==> src/rtl/lieat_clint.sv <==
// lieat_clint: core-local interruptor holding the machine timer (mtime/mtimecmp)
// and the machine software-interrupt bit (msip). A single-outstanding
// valid/ready slave port gives word access to the 64-bit registers as lo/hi
// halves. The interrupt levels feed the commit-stage CSR unit, which masks them.
module lieat_clint #(
  parameter int XLEN     = 32,
  parameter int TICK_DIV = 1,
  parameter int ADDR_W   = 16
) (
  input  logic              clock,
  input  logic              reset,
  input  logic              clint_req_valid,
  output logic              clint_req_ready,
  input  logic              clint_req_write,
  input  logic [ADDR_W-1:0] clint_req_addr,
  input  logic [XLEN-1:0]   clint_req_wdata,
  output logic              clint_rsp_valid,
  input  logic              clint_rsp_ready,
  output logic [XLEN-1:0]   clint_rsp_rdata,
  output logic              clint_rsp_err,
  output logic              time_interrupt,
  output logic              msip_interrupt,
  output logic [63:0]       mtime_o
);

  // Register offsets (byte addresses; the two low bits are never decoded).
  localparam logic [ADDR_W-1:0] OFF_MSIP    = ADDR_W'(32'h0000_0000);
  localparam logic [ADDR_W-1:0] OFF_CMP_LO  = ADDR_W'(32'h0000_4000);
  localparam logic [ADDR_W-1:0] OFF_CMP_HI  = ADDR_W'(32'h0000_4004);
  localparam logic [ADDR_W-1:0] OFF_TIME_LO = ADDR_W'(32'h0000_BFF8);
  localparam logic [ADDR_W-1:0] OFF_TIME_HI = ADDR_W'(32'h0000_BFFC);

  // Last prescaler count; the counter is 16 bits wide to cover TICK_DIV up to 65535.
  localparam logic [15:0] TICK_LAST = 16'(TICK_DIV - 1);

  typedef enum logic [2:0] {
    SEL_NONE    = 3'd0,
    SEL_MSIP    = 3'd1,
    SEL_CMP_LO  = 3'd2,
    SEL_CMP_HI  = 3'd3,
    SEL_TIME_LO = 3'd4,
    SEL_TIME_HI = 3'd5
  } sel_e;

  // Map a byte offset onto the register it selects (word granularity).
  function automatic sel_e decode_offset(input logic [ADDR_W-1:0] addr);
    sel_e sel;
    if (addr[ADDR_W-1:2] == OFF_MSIP[ADDR_W-1:2]) begin
      sel = SEL_MSIP;
    end else if (addr[ADDR_W-1:2] == OFF_CMP_LO[ADDR_W-1:2]) begin
      sel = SEL_CMP_LO;
    end else if (addr[ADDR_W-1:2] == OFF_CMP_HI[ADDR_W-1:2]) begin
      sel = SEL_CMP_HI;
    end else if (addr[ADDR_W-1:2] == OFF_TIME_LO[ADDR_W-1:2]) begin
      sel = SEL_TIME_LO;
    end else if (addr[ADDR_W-1:2] == OFF_TIME_HI[ADDR_W-1:2]) begin
      sel = SEL_TIME_HI;
    end else begin
      sel = SEL_NONE;
    end
    return sel;
  endfunction

  // State flops
  logic [15:0]     cnt_q,        cnt_d;
  logic [63:0]     mtime_q,      mtime_d;
  logic [63:0]     mtimecmp_q,   mtimecmp_d;
  logic            msip_q,       msip_d;
  logic            time_int_q,   time_int_d;
  logic            rsp_valid_q,  rsp_valid_d;
  logic [XLEN-1:0] rsp_rdata_q,  rsp_rdata_d;
  logic            rsp_err_q,    rsp_err_d;

  // Combinational helpers
  logic            tick;
  logic            req_ready;
  logic            accept;
  logic            wr_en;
  sel_e            sel;
  logic [31:0]     wr_word;
  logic [63:0]     mtime_inc;
  logic [31:0]     rd_word;
  logic            rd_err;
  logic            unused_addr_bits;

  assign wr_word          = clint_req_wdata[31:0];
  assign unused_addr_bits = ^clint_req_addr[1:0];

  // Prescaler: count 0..TICK_DIV-1 and raise tick on the last count, then wrap.
  always_comb begin
    tick  = 1'b0;
    cnt_d = cnt_q;
    if (cnt_q == TICK_LAST) begin
      tick  = 1'b1;
      cnt_d = 16'h0000;
    end else begin
      tick  = 1'b0;
      cnt_d = cnt_q + 16'h0001;
    end
  end

  // Handshake: a new request may enter whenever the response slot is free or draining.
  always_comb begin
    req_ready = ~rsp_valid_q | clint_rsp_ready;
    accept    = clint_req_valid & req_ready;
    wr_en     = accept & clint_req_write;
    sel       = decode_offset(clint_req_addr);
  end

  // Register next state: timer increment first, then a bus write overrides only its own half.
  always_comb begin
    if (tick) begin
      mtime_inc = mtime_q + 64'd1;
    end else begin
      mtime_inc = mtime_q;
    end
    mtime_d    = mtime_inc;
    mtimecmp_d = mtimecmp_q;
    msip_d     = msip_q;
    if (wr_en) begin
      case (sel)
        SEL_MSIP:    msip_d            = wr_word[0];
        SEL_CMP_LO:  mtimecmp_d[31:0]  = wr_word;
        SEL_CMP_HI:  mtimecmp_d[63:32] = wr_word;
        SEL_TIME_LO: mtime_d[31:0]     = wr_word;
        SEL_TIME_HI: mtime_d[63:32]    = wr_word;
        default:     msip_d            = msip_q;
      endcase
    end else begin
      msip_d = msip_q;
    end
  end

  // Read mux over the pre-update register values; unmapped offsets flag an error.
  always_comb begin
    rd_word = 32'h0000_0000;
    rd_err  = 1'b0;
    case (sel)
      SEL_MSIP:    rd_word = {31'h0000_0000, msip_q};
      SEL_CMP_LO:  rd_word = mtimecmp_q[31:0];
      SEL_CMP_HI:  rd_word = mtimecmp_q[63:32];
      SEL_TIME_LO: rd_word = mtime_q[31:0];
      SEL_TIME_HI: rd_word = mtime_q[63:32];
      default: begin
        rd_word = 32'h0000_0000;
        rd_err  = 1'b1;
      end
    endcase
  end

  // Response slot: load on accept, clear when consumed, otherwise hold stable.
  always_comb begin
    rsp_valid_d = rsp_valid_q;
    rsp_rdata_d = rsp_rdata_q;
    rsp_err_d   = rsp_err_q;
    if (accept) begin
      rsp_valid_d = 1'b1;
      rsp_err_d   = rd_err;
      if (clint_req_write) begin
        rsp_rdata_d = {XLEN{1'b0}};
      end else begin
        rsp_rdata_d = XLEN'(rd_word);
      end
    end else if (clint_rsp_ready) begin
      rsp_valid_d = 1'b0;
      rsp_rdata_d = {XLEN{1'b0}};
      rsp_err_d   = 1'b0;
    end else begin
      rsp_valid_d = rsp_valid_q;
    end
  end

  // Timer compare on next-state values so the level matches the registers of the same cycle.
  always_comb begin
    if (mtime_d >= mtimecmp_d) begin
      time_int_d = 1'b1;
    end else begin
      time_int_d = 1'b0;
    end
  end

  // State registers with synchronous reset; reset also drops any pending response.
  always_ff @(posedge clock) begin
    if (reset) begin
      cnt_q       <= 16'h0000;
      mtime_q     <= 64'h0000_0000_0000_0000;
      mtimecmp_q  <= 64'hFFFF_FFFF_FFFF_FFFF;
      msip_q      <= 1'b0;
      time_int_q  <= 1'b0;
      rsp_valid_q <= 1'b0;
      rsp_rdata_q <= {XLEN{1'b0}};
      rsp_err_q   <= 1'b0;
    end else begin
      cnt_q       <= cnt_d;
      mtime_q     <= mtime_d;
      mtimecmp_q  <= mtimecmp_d;
      msip_q      <= msip_d;
      time_int_q  <= time_int_d;
      rsp_valid_q <= rsp_valid_d;
      rsp_rdata_q <= rsp_rdata_d;
      rsp_err_q   <= rsp_err_d;
    end
  end

  assign clint_req_ready = req_ready;
  assign clint_rsp_valid = rsp_valid_q;
  assign clint_rsp_rdata = rsp_rdata_q;
  assign clint_rsp_err   = rsp_err_q;
  assign time_interrupt  = time_int_q;
  assign msip_interrupt  = msip_q;
  assign mtime_o         = mtime_q;

endmodule
==> config.mk <==
export PLATFORM = sky130hd
export DESIGN_NAME = lieat_clint
export DESIGN_NICKNAME = d
export VERILOG_FILES = /design/src/rtl/lieat_clint.sv
export SDC_FILE = /design/constraint.sdc
export NUM_CORES = 1
export LEC_CHECK = 0
export ABC_AREA = 0
export CELL_PAD_IN_SITES_DETAIL_PLACEMENT = 1
export CELL_PAD_IN_SITES_GLOBAL_PLACEMENT = 2
export CORE_MARGIN = 3
export CORE_UTILIZATION = 30
export DETAILED_ROUTE_END_ITERATION = 10
export PLACE_DENSITY_LB_ADDON = 0.1
export SLEW_MARGIN = 5
export SYNTH_ARGS = -nofsm -noshare
export SYNTH_HDL_FRONTEND = slang
export SYNTH_SLANG_ARGS = --single-unit
==> constraint.sdc <==
create_clock -name clock -period 3.6 [get_ports clock]
set_input_delay 0.54 -clock clock [delete_from_list [all_inputs] [get_ports clock]]
set_output_delay 0.54 -clock clock [all_outputs]
set_load 0.005 [all_outputs]
==> flow_summary.toml, run 1 <==
[layout]
fill_cells = 3963
nNetsFinal = 1721
n_antenna_cell = 0
layout-drive-gt1-share_pct = 24.5
syn2layout_area_growth_pct = 47.1
fin_cells = 2062

[power]
combPwrFrac_pct = 4.6
p_sw_share_pct = 22.7
cell_internal_pwr_mw = 3.41
pwr-share-seq_pct = 45.3
power_density_nw_per_um2 = 288
p_total_mw = 4.41
power_frac_clock_pct = 50.1
p_leak_nw = 6.32
ir_worst_vdd_v = 0.000339
p_switching_mw = 0.999

[setup_path]
crit_path_max_fanout = 11
cp-end-kind = "flop"
path_cells = "clkdlybuf4s50_1 > nand4_1 > or4_1 > buf_4 > nor3_4 > buf_12 > o21ai_0 > ha_1 > nand4_1 > buf_4 > nor4_4 > o211ai_1 > o211ai_1 > a211oi_2 > o21ai_1 > a31o_2"
slowest_stage = "or4_1"
rr_worst_depth = 16
crit_start = "clint_req_addr[9]"
required_ps = 4000
rrSetupSlack_ps = -230
timing.rr.start = "cnt_q[0]$_SDFF_PP0_"
cpPeakStageDelay_ps = 520
critPathCapture = "time_interrupt$_SDFF_PP0_"
critical_path_arrival_ps = 4250
reg2reg_to = "time_interrupt$_SDFF_PP0_"
worstSetupStartpointType = "primary input"
worstSetupPathType = "in -> reg"

[sta]
slew_violations = 0
setup_ws_ps = -250
min_period_ps = 3850
slew_headroom_pct = 37.7
rsz0062_at_grt = "yes"
hold_violations = 0
fin_crit_sh_pct = 107
finalSetupViolCount = 1
fmax_ghz = 0.260
fin_skew_ps = 12.7
max_slew.worst_pin.slew_ps = 935

[clocking]
clk_latency_ps = 460
clockBufferDepth = 2
cts_num_sinks = 180
clk_pin_slew_ps = 70
cts_tree = "done"
htreeDepth = 4
cts_root_buffer = "clkbuf_16"
numCtsBuffers = 17

[drt]
wl_per_cell_um = 20.8
final_antenna_net_count = 0
drt_iter0_drc = 537
wl_met3_mm = 1.26
finalWirelength_mm = 42.8
wl_met1_mm = 20.6
via_per_inst = 5.12
drc = 0
highest_layer = "met4"
vias = 10600
routed-wl-met2_mm = 20.1
dr.pass1.iters = 5

[die]
io_pins = 154
die-area_um2 = 36900
num_rows = 67
initial_core_util_pct = 30.7
coreArea_um2 = 33900
die_height_um = 192
die_w_um = 192

[placement]
hpwl_mm = 33.1
gp_congestion = 0.871
port_buffers = 151
dpl.cell_count = 2023

[yosys]
yosysSeqAreaShare_pct = 34.6
yosysWarnings = 0
yosys.area.top_type_share_pct = 34.6
synth.top_cells.by_count = "dfxtp_1 (180), nor2_1 (147), nand2_1 (97)"
synth_nets = 1329
synth_edf_count = 0
synth.most_common_cell = "dfxtp_1"
synth_seq_cells = 180
ys_async_sr_fraction_pct = 0
ys_types = 56
syn-cell-area_um2 = 10400
synthTopCellsByArea = "dfxtp_1 (35%), ha_1 (8.1%), mux2i_1 (6.5%), nor2_1 (5.3%), nand2b_1 (4.0%)"
yosysTopAreaCell = "dfxtp_1"
netlist_instances = 1209
syn_area_per_cell_um2 = 8.60
ys.flop_type = "dfxtp_1"

[status]
status = "complete, but fails checks"
violations = "negative setup slack"

[grt]
antenna_found_initial = 0
grt_remaining_overflow = 0
grt_max_degree = 82
grt_pass1_wl_mm = 66.2
grt_pass1_vias = 11200
track_usage_pct = 23.4

[min_path]
hp-class = "in -> reg"
hp-start = "reset"

[flow_run]
drv_cap = 0
==> power by group through the flow <==
stage               Combinational, mW  Clock, mW  Sequential, mW
floorplan                      0.0598          0            2.04
global route                    0.216       2.33            2.00
finish                          0.201       2.21            2.00
global placement                0.202          0            2.04
detailed placement              0.201          0            2.04
CTS                             0.204       2.25            2.00
==> cell type report <==
class                      instances  area (µm²)  area share (%)
multi-input combinational        948        6660            43.5
timing repair buffer             437        3740            24.4
sequential                       180        3610            23.6
tap                              448         561            3.66
clock buffer                      18         439            2.87
clock inverter                    14         233            1.52
inverter                          17        63.8           0.417
==> cells by family (layout without fill, tap and decap cells) <==
kind of cell,after synthesis,in the layout,synth area share [%]
and+or+nand+nor,543,543,28.9
AOI/OAI and AO/OA,205,205,13.2
DFF,180,180,34.6
buffers and inverters,81,486,3.20
muxes,69,69,6.65
adders and majority gates,67,67,8.06
xor gates and xnor gates,64,64,5.39
==> worst max-delay path: cells and delay by family <==
| family | cells | cell delay (ps) |
|---|---|---|
| AND/OR/NAND/NOR | 5 | 1310 |
| buffers and inverters | 4 | 1040 |
| adder cells (fa/ha/maj) | 1 | 340 |
| AO/OA/AOI/OAI | 6 | 990 |
==> how the worst min path moves through the flow <==
stage | end | depth (start not counted)
2_1_floorplan | cnt_q[0]$_SDFF_PP0_ | 1
3_3_place_gp | clint_rsp_rdata[26]$_SDFFE_PP0P_ | 2
3_5_place_dp | clint_rsp_rdata[8]$_SDFFE_PP0P_ | 2
4_1_cts | clint_rsp_valid$_SDFFE_PP0P_ | 2
5_1_grt | clint_rsp_valid$_SDFFE_PP0P_ | 2
6_report | clint_rsp_valid$_SDFFE_PP0P_ | 2
==> state kept, by name (all words and copies together), names as in the netlist <==
register	flops
cnt_q	16
msip_interrupt	1
time_interrupt	1
mtimecmp_q	64
clint_rsp_err	1
clint_rsp_rdata	32
clint_rsp_valid	1
mtime_o	64
==> placed cells by master (no fill, tap or decap), drive strengths merged, types with 31 or more instances in the layout <==
cell and n:
buf 287, dfxtp 180, clkdlybuf4s50 150, nor2 147, nand2 97, mux2i 68, nand2b 67, ha 67
nor3 60, o21ai 57, a21oi 49, nand3 34, xnor2 33, nand4 32, xor2 31, a22o 31
a221oi 31
==> through the flow <==
stage	cell area [µm²]	hold slack [ps]	TNS [ps]	util [%]	worst slack, ps
2_1_floorplan	10400	438	0	-	6.14
3_3_place_gp	14400	433	-1030	42.5	-1030
3_5_place_dp	14400	443	-1040	42.5	-1040
4_1_cts	15200	357	-201	44.9	-201
5_1_grt	15300	363	-454	45.2	-454
6_report	15300	377	-250	45.2	-250
==> layer usage <==
layer,vias to the layer above,track usage [%]
met5,-,0
met4,0,6.33
met3,51,2.99
met2,206,39.1
met1,5188,31.7
li1,5122,-
==> timing repair <==
action / in CTS / in global routing
hold buffers: 0 / 0
buffers inserted: 6 / 1
pin swaps: 20 / 7
resized for setup: 26 / 14
setup endpoints to repair: 1 / 1
Note: power is estimated with default switching activity, not from simulation.
==> run 2, diff against run 1 <==
--- a/config.mk
+++ b/config.mk
@@ -7,9 +7,9 @@
 export LEC_CHECK = 0
 export ABC_AREA = 0
 export CELL_PAD_IN_SITES_DETAIL_PLACEMENT = 1
-export CELL_PAD_IN_SITES_GLOBAL_PLACEMENT = 2
+export CELL_PAD_IN_SITES_GLOBAL_PLACEMENT = 1
 export CORE_MARGIN = 3
-export CORE_UTILIZATION = 30
+export CORE_UTILIZATION = 35
 export DETAILED_ROUTE_END_ITERATION = 10
 export PLACE_DENSITY_LB_ADDON = 0.1
 export SLEW_MARGIN = 5
==> constraint.sdc (replaced) <==
create_clock -name clock -period 5 [get_ports clock]
set_input_delay 0.75 -clock clock [delete_from_list [all_inputs] [get_ports clock]]
set_output_delay 0.75 -clock clock [all_outputs]
set_load 0.005 [all_outputs]
==> run 2 against run 1 <==
The run now ends clean. Sequential share of layout area rose by 3.7 points. Core utilization grew 0.35 points. Design area decreased by 14%. First-iteration DRC count decreased by 14%. Worst hold slack improved by 73 ps. Via count decreased by 9.7%. Routed wire length shrank 14%. Critical path type is now reg -> reg. Critical endpoint unchanged. Largest cell class unchanged. Largest power group is now sequential cells.
==> flow_summary.toml, run 2 (same netlist as run 1, synthesis figures left out) <==
[drt]
dr.pass1.iters = 5
drt_iter0_drc = 464
final_antenna_net_count = 0
wl_per_cell_um = 20.9
via_per_inst = 5.39
finalWirelength_mm = 36.9
vias = 9537
drc = 0

[clocking]
cts-resized-gates = 0
cts_root_buffer = "clkbuf_16"
clk_latency_ps = 450
cts_num_sinks = 180
clockBufferDepth = 2
htreeDepth = 4
numCtsBuffers = 17
cts_tree = "done"
post-cts-setup-buffer-count = 0
clk_pin_slew_ps = 80
holdBufCountCts = 0

[layout]
fill_cells = 3413
fin_util_pct = 45.5
final_cell_mix = "dfxtp_1 (180), clkdlybuf4s50_1 (150), nor2_1 (143)"
layout-drive-gt1-share_pct = 10.2
regArea_um2 = 3600
syn2layout_area_growth_pct = 27.0
n_antenna_cell = 0
nNetsFinal = 1491
mostFrequentLayoutCell = "dfxtp_1"
multiInputGateArea_um2 = 6500

[sta]
slew_violations = 0
rsz0062_at_grt = "no"
min_period_ps = 4630
max_slew.worst_pin.slew_ps = 928
fin_tns_setup_ps = 0
fin_skew_ps = 17.0
slew_headroom_pct = 38.1
fmax_ghz = 0.216
finalSetupViolCount = 0
hold_violations = 0
fin_crit_sh_pct = 92.6

[setup_path]
timing.rr.start = "cnt_q[0]$_SDFF_PP0_"
crit_path_max_fanout = 20
cpPeakStageDelay_ps = 790
path_cells = "inv_1 > ha_1 > nor4b_4 > nand4_4 > or4_4 > nor3_4 > a311oi_1 > nor3_1 > ha_1 > a21oi_1 > nor2b_1 > o21ai_0 > a21oi_1 > o311ai_0 > o21ai_0 > a31o_2"
crit_start = "cnt_q[0]$_SDFF_PP0_"
critPathTopFamily = "simple AND/OR/NAND/NOR gates"
required_ps = 5330
slowest_stage = "or4_4"
cp-end-kind = "flop"
critical_path_arrival_ps = 4960
worstSetupPathType = "reg -> reg"
worstSetupStartpointType = "flop"
critPathBufInv = 1

[power]
ir_worst_vdd_v = 0.000217
power_density_nw_per_um2 = 223
p_leak_nw = 4.98

[min_path]
hp-start = "clint_rsp_rdata[29]$_SDFFE_PP0P_"
hp-class = "reg -> reg"

[placement]
gp_congestion = 0.862
hpwl_mm = 27.8
port_buffers = 151

[die]
io_pins = 154
initial_core_util_pct = 35.9
num_rows = 62
coreArea_um2 = 29000
die_height_um = 178
die-area_um2 = 31800
die_w_um = 178

[grt]
grt_remaining_overflow = 0
grt_pass1_vias = 9858
antenna_found_initial = 0
grt_max_degree = 59
track_usage_pct = 23.5
grt_pass1_wl_mm = 57.9

[status]
status = "finished, final reports clean"

[flow_run]
drv_cap = 0
-- run 2: cell type report --
cell class	count	area share, %
Inverter	17	0.483
Sequential cell	180	27.3
Timing Repair Buffer	207	15.0
Tap cell	384	3.64
Clock inverter	13	0.976
Clock buffer	19	3.43
Multi-Input combinational cell	948	49.2
-- run 2: power breakdown --
group          switching [mW]  internal, mW  leakage, nW  total [mW]
sequential            0.00454          1.44         1.45        1.44
clock                   0.683         0.693        0.290        1.38
combinational          0.0628        0.0626         3.24       0.125
total                   0.751          2.19         4.98        2.94
-- run 2: path summary, 6_finish.rpt --
path / endpoint / slack (ps) / cells after the start
setup / recovery: time_interrupt$_SDFF_PP0_ / 370 / 16
hold reg to reg: clint_rsp_rdata[29]$_SDFFE_PP0P_ / 450 / 2
hold / removal: clint_rsp_rdata[29]$_SDFFE_PP0P_ / 450 / 2
setup reg to reg: time_interrupt$_SDFF_PP0_ / 370 / 16
-- run 2: tightest hold or removal path: stages (launching register included) --
cell and delay [ps]:
dfxtp_1 310, nand2_1 50, o21ai_1 50
-- run 2: through the flow --
| stage | area (µm²) | worst slack, ps | std cells | power (mW) | hold slack [ps] |
|---|---|---|---|---|---|
| after floorplan | 10400 | 1220 | 1209 | 1.52 | 438 |
| after global placement | 12600 | 233 | 1736 | 1.60 | 435 |
| after detailed placement | 12600 | 188 | 1736 | 1.60 | 443 |
| after CTS | 13200 | 403 | 1768 | 2.97 | 455 |
| after global routing | 13200 | 51.6 | 1768 | 3.04 | 481 |
| final | 13200 | 372 | 1768 | 2.94 | 451 |
-- run 2: routing by layer --
metal	wire [µm]	vias to the layer above	share of wire [%]	track usage, %
met5	0	-	0	0
met4	488	0	1.3	4.97
met3	1280	24	3.5	3.04
met2	17300	181	47	39.6
met1	17800	4666	48	32.2
li1	-	4666	-	-
